==> config.mk <==
export PLATFORM = sky130hd
export DESIGN_NAME = hazard_ctrl_unit
export DESIGN_NICKNAME = d
export VERILOG_FILES = /design/src/rtl/hazard_pkg.sv /design/src/rtl/hazard_perf_counter.sv /design/src/rtl/hazard_ctrl_unit.sv
export SDC_FILE = /design/constraint.sdc
export NUM_CORES = 1
export LEC_CHECK = 0
export ABC_CLOCK_PERIOD_IN_PS = 5750
export BUFFER_PORTS_ARGS = -buffer_cell sky130_fd_sc_hd__buf_4
export CORE_UTILIZATION = 40
export CTS_CLUSTER_SIZE = 25
export DETAILED_ROUTE_END_ITERATION = 8
export MAX_ROUTING_LAYER = met4
export PLACE_DENSITY_LB_ADDON = 0.08
export SLEW_MARGIN = 20
export SYNTH_ARGS = -nofsm -noshare
export SYNTH_HDL_FRONTEND = slang
export SYNTH_HIERARCHICAL = 1
export SYNTH_SLANG_ARGS = --single-unit
==> constraint.sdc <==
create_clock -name CLK -period 5.75 [get_ports CLK]
set_input_delay 0.575 -clock CLK [delete_from_list [all_inputs] [get_ports CLK]]
set_output_delay 0.575 -clock CLK [all_outputs]
set_load 0.02 [all_outputs]
==> src/rtl/hazard_pkg.sv <==
// Shared types and constants for the pipeline hazard control unit.
// Optional feature macro used by the top: HAZARD_FORWARD_EN.
package hazard_pkg;

  typedef enum logic [1:0] {
    RUN    = 2'd0,
    LSTALL = 2'd1,
    DWAIT  = 2'd2
  } hazard_state_t;

  typedef enum logic [1:0] {
    FWD_RF    = 2'd0,
    FWD_EXMEM = 2'd1,
    FWD_MEMWB = 2'd2
  } fwd_sel_t;

  // PC source mux selects driven onto pc_src.
  localparam logic [1:0] PC_NEXT   = 2'd0;
  localparam logic [1:0] PC_BRANCH = 2'd1;
  localparam logic [1:0] PC_JUMP   = 2'd2;
  localparam logic [1:0] PC_JR     = 2'd3;

  // Width of the load-use bubble counter; LOAD_STALL is limited to 1..7.
  localparam int unsigned LstallCntW = 3;

endpackage

==> src/rtl/hazard_perf_counter.sv <==
// Saturating event counter with synchronous active-low clear.
module hazard_perf_counter #(
  parameter int unsigned CNT_W = 32
) (
  input  logic             clk_i,
  input  logic             rst_ni,
  input  logic             inc_i,
  output logic [CNT_W-1:0] cnt_o
);

  logic [CNT_W-1:0] cnt_q, cnt_d;

  always_comb begin
    cnt_d = cnt_q;
    if (inc_i && (cnt_q != '1)) begin
      cnt_d = cnt_q + 1'b1;
    end
  end

  always_ff @(posedge clk_i) begin
    if (!rst_ni) begin
      cnt_q <= '0;
    end else begin
      cnt_q <= cnt_d;
    end
  end

  assign cnt_o = cnt_q;

endmodule

==> src/rtl/hazard_ctrl_unit.sv <==
// Prioritised PC-source, latch-enable and flush control for the five-stage pipeline.
// Define HAZARD_FORWARD_EN to enable operand forwarding; otherwise every RAW hazard stalls.
module hazard_ctrl_unit
  import hazard_pkg::*;
#(
  parameter int unsigned REG_AW     = 5,
  parameter int unsigned LOAD_STALL = 1,
  parameter bit          BR_MEM     = 1'b1,
  parameter int unsigned CNT_W      = 32
) (
  input  logic              CLK,
  input  logic              nRST,
  input  logic              ihit,
  input  logic              dhit,
  input  logic [REG_AW-1:0] rs_id,
  input  logic [REG_AW-1:0] rt_id,
  input  logic              rs_use_id,
  input  logic              rt_use_id,
  input  logic              jump_id,
  input  logic              jr_id,
  input  logic [REG_AW-1:0] wsel_ex,
  input  logic [REG_AW-1:0] wsel_mem,
  input  logic              wen_ex,
  input  logic              wen_mem,
  input  logic              dren_ex,
  input  logic              dmem_req_mem,
  input  logic              br_valid,
  input  logic              br_taken,
  output logic [1:0]        pc_src,
  output logic              enable_pc,
  output logic              enable_if_id,
  output logic              enable_id_ex,
  output logic              enable_ex_mem,
  output logic              enable_mem_wb,
  output logic              flush_if_id,
  output logic              flush_id_ex,
  output logic              flush_ex_mem,
  output logic [1:0]        fwd_a,
  output logic [1:0]        fwd_b,
  output logic [CNT_W-1:0]  stall_cnt,
  output logic [CNT_W-1:0]  flush_cnt
);

  localparam logic [LstallCntW-1:0] LstallInit = LstallCntW'(LOAD_STALL - 1);

`ifdef HAZARD_FORWARD_EN
  localparam bit UseLstall = 1'b1;
`else
  localparam bit UseLstall = 1'b0;
`endif

  hazard_state_t         state_q, state_d;
  hazard_state_t         saved_q, saved_d;
  hazard_state_t         eff_state;
  logic [LstallCntW-1:0] count_q, count_d;

  logic mem_wait;
  logic br_redirect;
  logic rs_hit_ex, rt_hit_ex, rs_hit_mem, rt_hit_mem;
  logic lu_hazard, raw_ex, raw_mem, stall_req;
  logic flush_inc;

  assign mem_wait    = dmem_req_mem & ~dhit;
  assign br_redirect = br_valid & br_taken;
  // While waiting on memory the FSM behaves as the state it was in before the wait.
  assign eff_state   = (state_q == DWAIT) ? saved_q : state_q;

  assign rs_hit_ex  = rs_use_id && (wsel_ex != '0) && (rs_id == wsel_ex);
  assign rt_hit_ex  = rt_use_id && (wsel_ex != '0) && (rt_id == wsel_ex);
  assign rs_hit_mem = rs_use_id && (wsel_mem != '0) && (rs_id == wsel_mem);
  assign rt_hit_mem = rt_use_id && (wsel_mem != '0) && (rt_id == wsel_mem);

  assign lu_hazard = dren_ex & (rs_hit_ex | rt_hit_ex);
  assign raw_ex    = wen_ex & (rs_hit_ex | rt_hit_ex);
  assign raw_mem   = wen_mem & (rs_hit_mem | rt_hit_mem);

`ifdef HAZARD_FORWARD_EN
  assign stall_req = lu_hazard;
`else
  // Without forwarding the hold simply lasts as long as the dependency is visible.
  assign stall_req = lu_hazard | raw_ex | raw_mem;
`endif

  always_comb begin
    state_d       = state_q;
    saved_d       = saved_q;
    count_d       = count_q;
    pc_src        = PC_NEXT;
    enable_pc     = ihit;
    enable_if_id  = ihit;
    enable_id_ex  = ihit;
    enable_ex_mem = ihit | dhit;
    enable_mem_wb = ihit | dhit;
    flush_if_id   = 1'b0;
    flush_id_ex   = 1'b0;
    flush_ex_mem  = 1'b0;
    flush_inc     = 1'b0;

    if (mem_wait) begin
      enable_pc     = 1'b0;
      enable_if_id  = 1'b0;
      enable_id_ex  = 1'b0;
      enable_ex_mem = 1'b0;
      enable_mem_wb = 1'b0;
      if (state_q != DWAIT) begin
        saved_d = state_q;
        state_d = DWAIT;
      end
    end else begin
      state_d = eff_state;
      if (br_redirect) begin
        pc_src       = PC_BRANCH;
        flush_if_id  = 1'b1;
        flush_id_ex  = 1'b1;
        flush_ex_mem = BR_MEM;
        flush_inc    = 1'b1;
        state_d      = RUN;
        count_d      = '0;
      end else if ((eff_state == LSTALL) || stall_req) begin
        enable_pc    = 1'b0;
        enable_if_id = 1'b0;
        flush_id_ex  = 1'b1;
        if (ihit) begin
          if (eff_state == LSTALL) begin
            // count holds the LSTALL bubbles still owed, including this one.
            if (count_q <= LstallCntW'(1)) begin
              state_d = RUN;
              count_d = '0;
            end else begin
              count_d = count_q - 1'b1;
            end
          end else if (UseLstall && (LOAD_STALL > 1)) begin
            state_d = LSTALL;
            count_d = LstallInit;
          end
        end
      end else if (ihit && (jump_id || jr_id)) begin
        pc_src      = jr_id ? PC_JR : PC_JUMP;
        flush_if_id = 1'b1;
        flush_inc   = 1'b1;
      end
    end
  end

  always_ff @(posedge CLK) begin
    if (!nRST) begin
      state_q <= RUN;
      saved_q <= RUN;
      count_q <= '0;
    end else begin
      state_q <= state_d;
      saved_q <= saved_d;
      count_q <= count_d;
    end
  end

`ifdef HAZARD_FORWARD_EN
  // Destination now in MEM/WB; a non-writing instruction is recorded as register 0.
  logic [REG_AW-1:0] wb_wsel_q, wb_wsel_d;
  fwd_sel_t          fwd_a_sel, fwd_b_sel;

  always_comb begin
    wb_wsel_d = wb_wsel_q;
    if (enable_mem_wb) begin
      wb_wsel_d = wen_mem ? wsel_mem : '0;
    end
  end

  always_ff @(posedge CLK) begin
    if (!nRST) begin
      wb_wsel_q <= '0;
    end else begin
      wb_wsel_q <= wb_wsel_d;
    end
  end

  always_comb begin
    fwd_a_sel = FWD_RF;
    fwd_b_sel = FWD_RF;
    if ((rs_id != '0) && wen_mem && (rs_id == wsel_mem)) begin
      fwd_a_sel = FWD_EXMEM;
    end else if ((rs_id != '0) && (rs_id == wb_wsel_q)) begin
      fwd_a_sel = FWD_MEMWB;
    end
    if ((rt_id != '0) && wen_mem && (rt_id == wsel_mem)) begin
      fwd_b_sel = FWD_EXMEM;
    end else if ((rt_id != '0) && (rt_id == wb_wsel_q)) begin
      fwd_b_sel = FWD_MEMWB;
    end
  end

  assign fwd_a = fwd_a_sel;
  assign fwd_b = fwd_b_sel;
`else
  assign fwd_a = FWD_RF;
  assign fwd_b = FWD_RF;
`endif

  hazard_perf_counter #(
    .CNT_W(CNT_W)
  ) u_stall_cnt (
    .clk_i (CLK),
    .rst_ni(nRST),
    .inc_i (~enable_pc),
    .cnt_o (stall_cnt)
  );

  hazard_perf_counter #(
    .CNT_W(CNT_W)
  ) u_flush_cnt (
    .clk_i (CLK),
    .rst_ni(nRST),
    .inc_i (flush_inc),
    .cnt_o (flush_cnt)
  );

endmodule

==> summary.md <==
| Metric | Value |
|---|---|
| Crit Path Max Fanout | `12` |
| Mapped Area | `0.00422 mm^2` |
| Final Slew Violations | `0` |
| # resized after CTS | `0` |
| RSZ-0062 raised after global routing | `false` |
| Final HPWL DP | `8.22 mm` |
| Antenna violations before repair | `0` |
| Setup TNS | `0 ns` |
| Post-DP Area | `0.00508 mm^2` |
| Async SR Flop Fraction | `0%` |
| Top-count cell post-synth | `dfxtp_1` |
| Final Hold Fails | `0` |
| Clk slew on worst S/H paths | `0.08 ns` |
| Hold_ws | `0.498 ns` |
| Design area | `0.00525 mm^2` |
| Starting Density | `41.0%` |
| Die Span Y | `105 um` |
| CTS tree | `done` |
| Crit path launch | `wsel_mem[1]` |
| Wire length of the first global-routing pass | `18.7 mm` |
| Setup crit start kind | `input port` |
| Hold WC Path Type | `reg2reg` |
| Synth area leader | `dfxtp_1` |
| Yosys Warn Count | `6` |
| Most frequently used flop master after synthesis | `dfxtp_1` |
| Worst slew margin | `36.6%` |
| WL per Instance | `15.3 um` |
| Pre-antenna DRT Iters | `4` |
| Final worst path period share | `66.4%` |
| FP Rows | `37` |
| Crit Path Class | `in2reg` |
| Crit path arrival time | `4.09 ns` |
| Cell variety after synth | `55` |
| H-Tree Depth | `3` |
| R2R Setup Slk | `2.18 ns` |
| Post-layout min period | `3.82 ns` |
| Number of filler instances in the final layout | `1032` |
| Largest net degree at the start of global routing | `48` |
| Top cells by area, synth | `dfxtp_1, or4_1, o31ai_1` |
| Number of port buffers | `107` |
| Worst Min Path Start | `u_flush_cnt/cnt_o[31]` |
| Reg2reg start | `state_q[0]` |
| Die Width | `105 um` |
| Status | `complete, no violations` |
| Crit end category | `flop` |
| Die Area | `0.0110 mm^2` |
| Pwr Density | `186 mW/mm^2` |
| Vias in the first global route | `3947` |
| Register bit total from synthesis | `71` |
| Clk_lat worst skew | `0.34 ns` |
| Iter 0 DRT Violations | `240` |
| Worst IR Drop VDD | `0.101 mV` |
| Remaining global-route overflow | `0` |
| Post-synthesis instance total | `503` |
| Hold buffer count at CTS | `0` |
| Clock sink total | `71` |
| Final Skew | `0.0124 ns` |
| Register area share after synthesis | `33.7%` |
| Post-synth top cells | `dfxtp_1, nand2_1, a21oi_1, nand3_1, nor2_1` |
| Average size of a mapped cell | `8.38 um^2` |
| Max frequency | `262 MHz` |
| Worst endpoint required time | `6.02 ns` |
| EDFF count, synth | `0` |
| # setup viols final | `0` |
| Deepest clock path buffer count | `2` |
| Drt via density | `5.72` |
| Post-synth top area share | `33.7%` |
| Layout cells sized above 1 | `24.5%` |
| DRT antenna net count | `0` |
| Core ar. | `0.0103 mm^2` |
| TritonCTS Buffers | `9` |
| Ant. Diodes | `0` |
| Utilization after layout | `51.1%` |
| Nets | `633` |
| Gr usage total | `21.4%` |
| Vias post-DR | `4205` |
| Worst-Margin Slew | `0.943 ns` |
| GPL Wtd Cong | `0.872` |
| # Post-CTS Setup Buffers | `0` |
| Final Total Pwr | `977 uW` |
| # DRC | `0` |
| Drt total wl | `11.3 mm` |
| P_leak | `1.91 nW` |
| I/O pin cnt | `112` |
| Root Buffer | `clkbuf_8` |
| Area added between synthesis and finish | `24.6%` |
| Max Cap Viol | `0` |
[report_power, final]
| part | switching (mW) | total [mW] | internal, mW | leakage, nW |
|---|---|---|---|---|
| registers | 0.00665 | 0.503 | 0.496 | 0.573 |
| logic | 0.0627 | 0.110 | 0.0477 | 1.24 |
| clock network | 0.186 | 0.364 | 0.177 | 0.0922 |
[worst max-delay path, cell delays in order]
cell     delay, ns
buf_4         0.12
or4_1         0.54
o21ai_2       0.15
o21ai_2       0.13
o31ai_2       0.49
nand4_1       0.48
or4_4         0.66
or3_1         0.39
or4_1         0.40
a21oi_1       0.14
[area by class of cell]
class	count	area, um^2	share of cell area [%]
Clock buffer	12	155	2.95
Clock inverter	3	18.8	0.357
Inverter	12	45.0	0.858
Multi-Input combinational cell	392	2620	50.0
Sequential cell	71	1420	27.1
Tap cell	136	170	3.24
Timing Repair Buffer	109	818	15.6
[cell usage in the layout, fill, tap and decap left out, drive strengths merged, types with 2 or more instances in the layout]
| master | count |
|---|---|
| nand3 | 30 |
| nor4 | 17 |
| nand4 | 18 |
| and2 | 9 |
| dfxtp | 71 |
| nand2 | 38 |
| o31a | 4 |
| or3 | 12 |
| o21a | 2 |
| inv | 12 |
| a211oi | 3 |
| clkinv | 3 |
| a2111oi | 2 |
| mux2i | 14 |
| a31oi | 3 |
| or4 | 28 |
| o31ai | 24 |
| xor2 | 18 |
| a21oi | 34 |
| nor2 | 26 |
| nand2b | 19 |
| nor3 | 7 |
| ha | 4 |
| a32oi | 2 |
| xnor2 | 12 |
| o41ai | 8 |
| buf | 109 |
| o311ai | 4 |
| and4 | 13 |
| and3 | 6 |
| o211ai | 4 |
| a2111o | 2 |
| nor2b | 2 |
| a21o | 3 |
| o21ai | 12 |
| conb | 4 |
| clkbuf | 12 |
| o22ai | 3 |
[layer usage]
layer  GRT usage [%]  part of all wire [%]  up-vias
li1                -                     -     2089
met1            27.9                    48     1979
met2            33.3                    45      123
met3            3.87                   4.9       14
met4            7.65                   1.4        0
met5               -                     0        -
[registers in the layout, summed over array words and instances (netlist names)]
name / count
u_flush_cnt/cnt_o: 32
u_stall_cnt/cnt_o: 32
state_q: 2
count_q: 3
saved_q: 2
[through the flow]
| stage | setup slack [ns] | std cells |
|---|---|---|
| 2_1_floorplan | 2.09 | 506 |
| 3_3_place_gp | 1.68 | 720 |
| 3_5_place_dp | 1.60 | 720 |
| 4_1_cts | 1.95 | 735 |
| 5_1_grt | 1.71 | 735 |
| 6_report | 1.93 | 735 |
[final timing paths]
check | end | depth (start not counted)
min | u_flush_cnt/cnt_o[31] | 2
max | u_flush_cnt/cnt_o[31] | 10
min reg2reg | u_flush_cnt/cnt_o[31] | 2
max reg2reg | u_flush_cnt/cnt_o[31] | 9
[kinds of logic (layout without fill, tap and decap cells)]
family                   count (synthesis)  count (layout)  share of synthesized area (%)
other                                    1               4                         0.0889
AND/OR/NAND/NOR                        226             226                           31.7
adder cells (fa/ha/maj)                  4               4                           1.19
XOR/XNOR                                30              30                           6.23
multiplexers                            14              14                           3.32
buffers and inverters                   43             136                           4.63
AO/OA/AOI/OAI                          114             114                           19.2
flip-flops                              71              71                           33.7
No activity file was read; power rests on OpenSTA's default activity.
